--- config.mk ---
export PLATFORM = sky130hd
export DESIGN_NAME = serial_adder
export DESIGN_NICKNAME = d
export VERILOG_FILES = /design/src/rtl/adder_pkg.sv /design/src/rtl/full_adder.sv /design/src/rtl/serial_adder_digit_adder.sv /design/src/rtl/serial_adder.sv
export SDC_FILE = /design/constraint.sdc
export NUM_CORES = 1
export LEC_CHECK = 0
export ABC_AREA = 1
export BUFFER_PORTS_ARGS = -buffer_cell sky130_fd_sc_hd__clkbuf_2
export CAP_MARGIN = 30
export CORE_MARGIN = 5
export CORE_UTILIZATION = 52
export CTS_BUF_LIST = sky130_fd_sc_hd__clkbuf_8
export DETAILED_ROUTE_END_ITERATION = 10
export MAX_ROUTING_LAYER = met4
export PLACE_DENSITY = 0.71
export SYNTH_ARGS = -nofsm -noshare
export SYNTH_HDL_FRONTEND = slang
export SYNTH_SLANG_ARGS = --single-unit
--- constraint.sdc ---
create_clock -name clk -period 3.1 [get_ports clk]
set_input_delay 0.62 -clock clk [delete_from_list [all_inputs] [get_ports clk]]
set_output_delay 0.62 -clock clk [all_outputs]
set_load 0.1 [all_outputs]
--- src/rtl/adder_pkg.sv ---
`default_nettype none
// ============================================================================
// Module   : adder_pkg
// Purpose  : Shared state encoding and sizing helper for the serial adder.
// Revision : 1.0
// ============================================================================
package adder_pkg;

    typedef enum logic [1:0] {
        IDLE = 2'b00,
        RUN  = 2'b01,
        DONE = 2'b10
    } state_e;

    // Counter needs at least one bit even when only one digit is processed.
    function automatic int cnt_width(input int n);
        return (n <= 2) ? 1 : $clog2(n);
    endfunction

endpackage
`default_nettype wire

--- src/rtl/full_adder.sv ---
`default_nettype none
// ============================================================================
// Module   : full_adder
// Purpose  : Single-bit full adder cell.
// Revision : 1.0
// ============================================================================
module full_adder (
    input  logic x,
    input  logic y,
    input  logic cin,
    output logic sum,
    output logic cout
);

    assign sum  = x ^ y ^ cin;
    assign cout = (x & y) | (cin & (x ^ y));

endmodule
`default_nettype wire

--- src/rtl/serial_adder_digit_adder.sv ---
`default_nettype none
// ============================================================================
// Module   : digit_adder
// Purpose  : Combinational DIGIT-bit ripple adder built from full_adder cells.
// Revision : 1.0
// ============================================================================
module digit_adder #(
    parameter int DIGIT = 1
) (
    input  logic [DIGIT-1:0] x,
    input  logic [DIGIT-1:0] y,
    input  logic             cin,
    output logic [DIGIT-1:0] sum,
    output logic             cout,
    output logic             c_msb
);

    logic [DIGIT:0] c;

    assign c[0] = cin;

    for (genvar i = 0; i < DIGIT; i++) begin : g_fa
        full_adder u_fa (
            .x    (x[i]),
            .y    (y[i]),
            .cin  (c[i]),
            .sum  (sum[i]),
            .cout (c[i+1])
        );
    end

    assign cout  = c[DIGIT];
    // Carry into the top bit; XOR with cout yields signed overflow.
    assign c_msb = c[DIGIT-1];

endmodule
`default_nettype wire

--- src/rtl/serial_adder.sv ---
`default_nettype none
// ============================================================================
// Module   : serial_adder
// Purpose  : Multi-cycle adder/subtractor, DIGIT bits per clock, LSB first.
// Revision : 1.0
// ============================================================================
module serial_adder
    import adder_pkg::*;
#(
    parameter int WIDTH = 16,
    parameter int DIGIT = 1
) (
    input  logic             clk,
    input  logic             n_reset,
    input  logic             start,
    input  logic [WIDTH-1:0] a,
    input  logic [WIDTH-1:0] b,
    input  logic             ci,
    input  logic             sub,
    output logic             busy,
    output logic             done,
    output logic [WIDTH-1:0] s,
    output logic             co,
    output logic             ov,
    output logic             zero
);

    localparam int N     = WIDTH / DIGIT;
    localparam int CNT_W = cnt_width(N);
    localparam logic [CNT_W-1:0] LAST = CNT_W'(N - 1);

    if (WIDTH < 1 || DIGIT < 1 || (WIDTH % DIGIT) != 0) begin : g_bad_param
        $error("serial_adder: WIDTH must be a positive multiple of DIGIT");
    end

    state_e             state_q, state_d;
    logic [CNT_W-1:0]   cnt_q, cnt_d;
    logic [WIDTH-1:0]   a_q, a_d;
    logic [WIDTH-1:0]   b_q, b_d;
    logic               carry_q, carry_d;
    logic [WIDTH-1:0]   res_q, res_d;
    logic [WIDTH-1:0]   s_q, s_d;
    logic               co_q, co_d;
    logic               ov_q, ov_d;
    logic               zero_q, zero_d;

    logic               accept;
    logic [DIGIT-1:0]   dig_a, dig_b, dig_sum;
    logic               dig_cout, dig_cmsb;

    assign accept = start && (state_q == IDLE || state_q == DONE);
    assign dig_a  = a_q[int'(cnt_q)*DIGIT +: DIGIT];
    assign dig_b  = b_q[int'(cnt_q)*DIGIT +: DIGIT];

    digit_adder #(.DIGIT(DIGIT)) u_digit (
        .x     (dig_a),
        .y     (dig_b),
        .cin   (carry_q),
        .sum   (dig_sum),
        .cout  (dig_cout),
        .c_msb (dig_cmsb)
    );

    always_ff @(posedge clk or negedge n_reset) begin
        if (!n_reset) begin
            state_q <= IDLE;
        end else begin
            state_q <= state_d;
        end
    end

    always_comb begin
        state_d = state_q;
        case (state_q)
            IDLE:    if (start) state_d = RUN;
            RUN:     if (cnt_q == LAST) state_d = DONE;
            DONE:    state_d = start ? RUN : IDLE;
            default: state_d = IDLE;
        endcase
    end

    always_comb begin
        busy = (state_q == RUN);
        done = (state_q == DONE);
    end

    // Subtraction is a + ~b + ~ci; inversion happens once at capture.
    always_comb begin
        cnt_d   = cnt_q;
        a_d     = a_q;
        b_d     = b_q;
        carry_d = carry_q;
        res_d   = res_q;
        s_d     = s_q;
        co_d    = co_q;
        ov_d    = ov_q;
        zero_d  = zero_q;
        if (accept) begin
            a_d     = a;
            b_d     = b ^ {WIDTH{sub}};
            carry_d = ci ^ sub;
            cnt_d   = '0;
            res_d   = '0;
        end else if (state_q == RUN) begin
            res_d[int'(cnt_q)*DIGIT +: DIGIT] = dig_sum;
            carry_d = dig_cout;
            cnt_d   = cnt_q + CNT_W'(1);
            if (cnt_q == LAST) begin
                cnt_d  = '0;
                s_d    = res_d;
                co_d   = dig_cout;
                ov_d   = dig_cmsb ^ dig_cout;
                zero_d = (res_d == '0);
            end
        end
    end

    always_ff @(posedge clk or negedge n_reset) begin
        if (!n_reset) begin
            cnt_q   <= '0;
            a_q     <= '0;
            b_q     <= '0;
            carry_q <= 1'b0;
            res_q   <= '0;
            s_q     <= '0;
            co_q    <= 1'b0;
            ov_q    <= 1'b0;
            zero_q  <= 1'b1;
        end else begin
            cnt_q   <= cnt_d;
            a_q     <= a_d;
            b_q     <= b_d;
            carry_q <= carry_d;
            res_q   <= res_d;
            s_q     <= s_d;
            co_q    <= co_d;
            ov_q    <= ov_d;
            zero_q  <= zero_d;
        end
    end

    assign s    = s_q;
    assign co   = co_q;
    assign ov   = ov_q;
    assign zero = zero_q;

endmodule
`default_nettype wire

==> results.tsv <==
metric	value	unit
r2r setup slk	0.29	ns
slowest library cell on the worst path	fa_1	
Horiz. Die Dim	95.7	µm
Final Cycle Share	90.7	%
terminus of the critical flop-to-flop path	zero	
GRT met1 Usage	26.5	%
Slew Limit Headroom	39.8	%
clk sinks	74	
vias per cell	5.21	
Final Core Density	61.8	%
total core area	7210	µm²
first-pass GRT wire length	14000	µm
hold_buf cts	0	
initial antenna violation count	0	
DR vias	3074	
post-DP HPWL	5800	µm
grt met3 use	3.79	%
Max Fclk	356	MHz
Synth Area per Inst	8.84	µm²
Skew-Pair Late Insertion Delay	0.35	ns
clock slew at reported path FFs	0.08	ns
Worst EP arrival	3.11	ns
most frequent cells in the layout	89 x nand2_1, 73 x dfrtp_1, 61 x o21ai_0	
largest net degree at the start of global routing	75	
Detail Route Antenna Nets	0	
RSZ-0062 raised after global routing	false	
Total GRT Usage	20.3	%
slew at the pin with the worst max-slew slack	0.903	ns
Post-Syn Nets	475	
Clock H-tree levels	3	
total CTS buffers	9	
most common cell after layout, fill and taps aside	nand2_1	
Clock Skew	0.00893	ns
IO Pins	58	
Starting Density	52.9	%
most used cell, CP	nand2_1	
Syn-to-layout area delta	16.7	%
R2R depth	15	
DRT Pass-1 Iters	4	
busiest grt layer	met2	
DRC	0	
number of port buffers	57	
Worst R2R Start	cnt_q[1]	
Longest Clk Path Bufs	2	
number of max-cap violations	0	
number of global-route vias before repair	2999	
fraction of layout cells with a size suffix above 1	26.5	%
Yosys cell types	35	
final setup vio count	0	
Final min period	2.81	ns
mapped cell area	3820	µm²
GRT overflow	0	
Die Y	95.7	µm
Initial DRC Count	126	
Cells after Synth	432	
GR Util met2	31.3	%
cells along the critical path	clkinv_1 > o21ai_0 > o22ai_1 > o211ai_1 > o21ai_0 > fa_1 > nand3_1 > inv_1 > o21ai_2 > nand2_1 > nor2_1 > nand3_1 > nor2_1 > nand2_1 > nand2_1	
Startpoint Class	flop	
Nets	529	
register area share after synthesis	48.5	%
post-DR wirelength/cell	14.0	µm
Final Hold Fails	0	
Crit Path Max Fanout	11	
synth warn	0	
CTS tree	yes	
outcome	finished, final reports clean	
Routed WL	8250	µm
Die Footprint	9150	µm²
crit end category	flop	
Final GP Congestion	0.870	
fin. max-slew vios	0	
row count	31	
CP max stage delay	0.58	ns
antenna diode count	0	
setup TNS	0	ns
critical path class	reg -> reg	
Synth Register Bits	74	
worst hold path type	in -> async	
CTS Root Buffer Type	clkbuf_8	
critical path required time	3.39	ns
per-layer routing:
layer | up-vias | part of all wire (%)
li1 | 1556 | -
met1 | 1438 | 46
met2 | 69 | 49
met3 | 11 | 3.6
met4 | 0 | 1.6
met5 | - | 0
metrics by stage:
step / cell area (µm²) / setup slack [ns] / instances / hold slack [ns]
final: 4460 / 0.288 / 590 / 0.471
after global routing: 4460 / 0.0285 / 590 / 0.486
after detailed placement: 4180 / 0.279 / 574 / 0.464
after floorplan: 3820 / 0.433 / 432 / 0.324
after CTS: 4450 / 0.217 / 590 / 0.477
after global placement: 4180 / 0.433 / 574 / 0.466
synth_stat cells, drive strengths merged:
cell / n / area (µm²)
o221ai: 3 / 26.3
o21a: 1 / 7.51
and2: 1 / 6.26
clkinv: 2 / 7.51
a21oi: 1 / 5.00
a31oi: 1 / 6.26
xnor2: 17 / 149
nand4: 8 / 56.3
buf: 8 / 42.5
fa: 1 / 20.0
o211ai: 2 / 15.0
nand3: 20 / 113
ha: 5 / 62.6
inv: 28 / 108
dfrtp: 73 / 1830
nand2: 100 / 418
nor3: 3 / 15.0
nor2: 43 / 201
dfstp: 1 / 26.3
o21ai: 70 / 373
o22ai: 15 / 93.8
mux2: 16 / 180
xor2: 2 / 17.5
clkbuf: 11 / 41.3
worst max-delay path by stage:
stage	to	cells after the start	from
after global placement	zero	15	cnt_q[0]
after CTS	zero	15	cnt_q[0]
after floorplan	zero	17	cnt_q[0]
final	zero	15	cnt_q[1]
after global routing	s[2]	12	cnt_q[1]
after detailed placement	zero	15	cnt_q[0]
area by class of cell:
class	instances	area (µm²)
fillers	642	2760
flip-flops and latches	74	1850
multi-input cells	309	1770
repair buffers	62	323
clock buffers	10	138
clock inverters	6	136
well taps	99	124
inverters	30	118
state kept, by name (all words and copies together) (netlist names):
| signal | cells |
|---|---|
| s | 16 |
| b_q | 16 |
| co | 1 |
| res_q | 16 |
| zero | 1 |
| a_q | 16 |
| carry_q | 1 |
| ov | 1 |
| cnt_q | 4 |
| state_q | 2 |
logic make-up after synthesis:
family / Yosys count / share of synthesized area (%)
AO/OA/AOI/OAI: 93 / 13.8
XOR/XNOR: 19 / 4.36
adder cells (fa/ha/maj): 6 / 2.16
buffers and inverters: 49 / 5.21
flip-flops: 74 / 48.5
multiplexers: 16 / 4.72
AND/OR/NAND/NOR: 175 / 21.2
repair_timing:
| item | in CTS | in global routing |
|---|---|---|
| hold endpoints to repair | 0 | 0 |
| gates resized for setup | 0 | 2 |
| buffers inserted | 0 | 0 |
| endpoints found under the setup margin | 0 | 1 |
critical path, delay by kind of cell, from the launching register on:
kind | cells | cell delay [ns]
DFF | 1 | 0.35
AOI/OAI and AO/OA | 5 | 0.79
adders and majority gates | 1 | 0.58
and+or+nand+nor | 7 | 0.65
buffers and inverters | 2 | 0.38
Power is not shown: default switching activity piles up to over one toggle a cycle in this logic, so the estimate is an artifact.
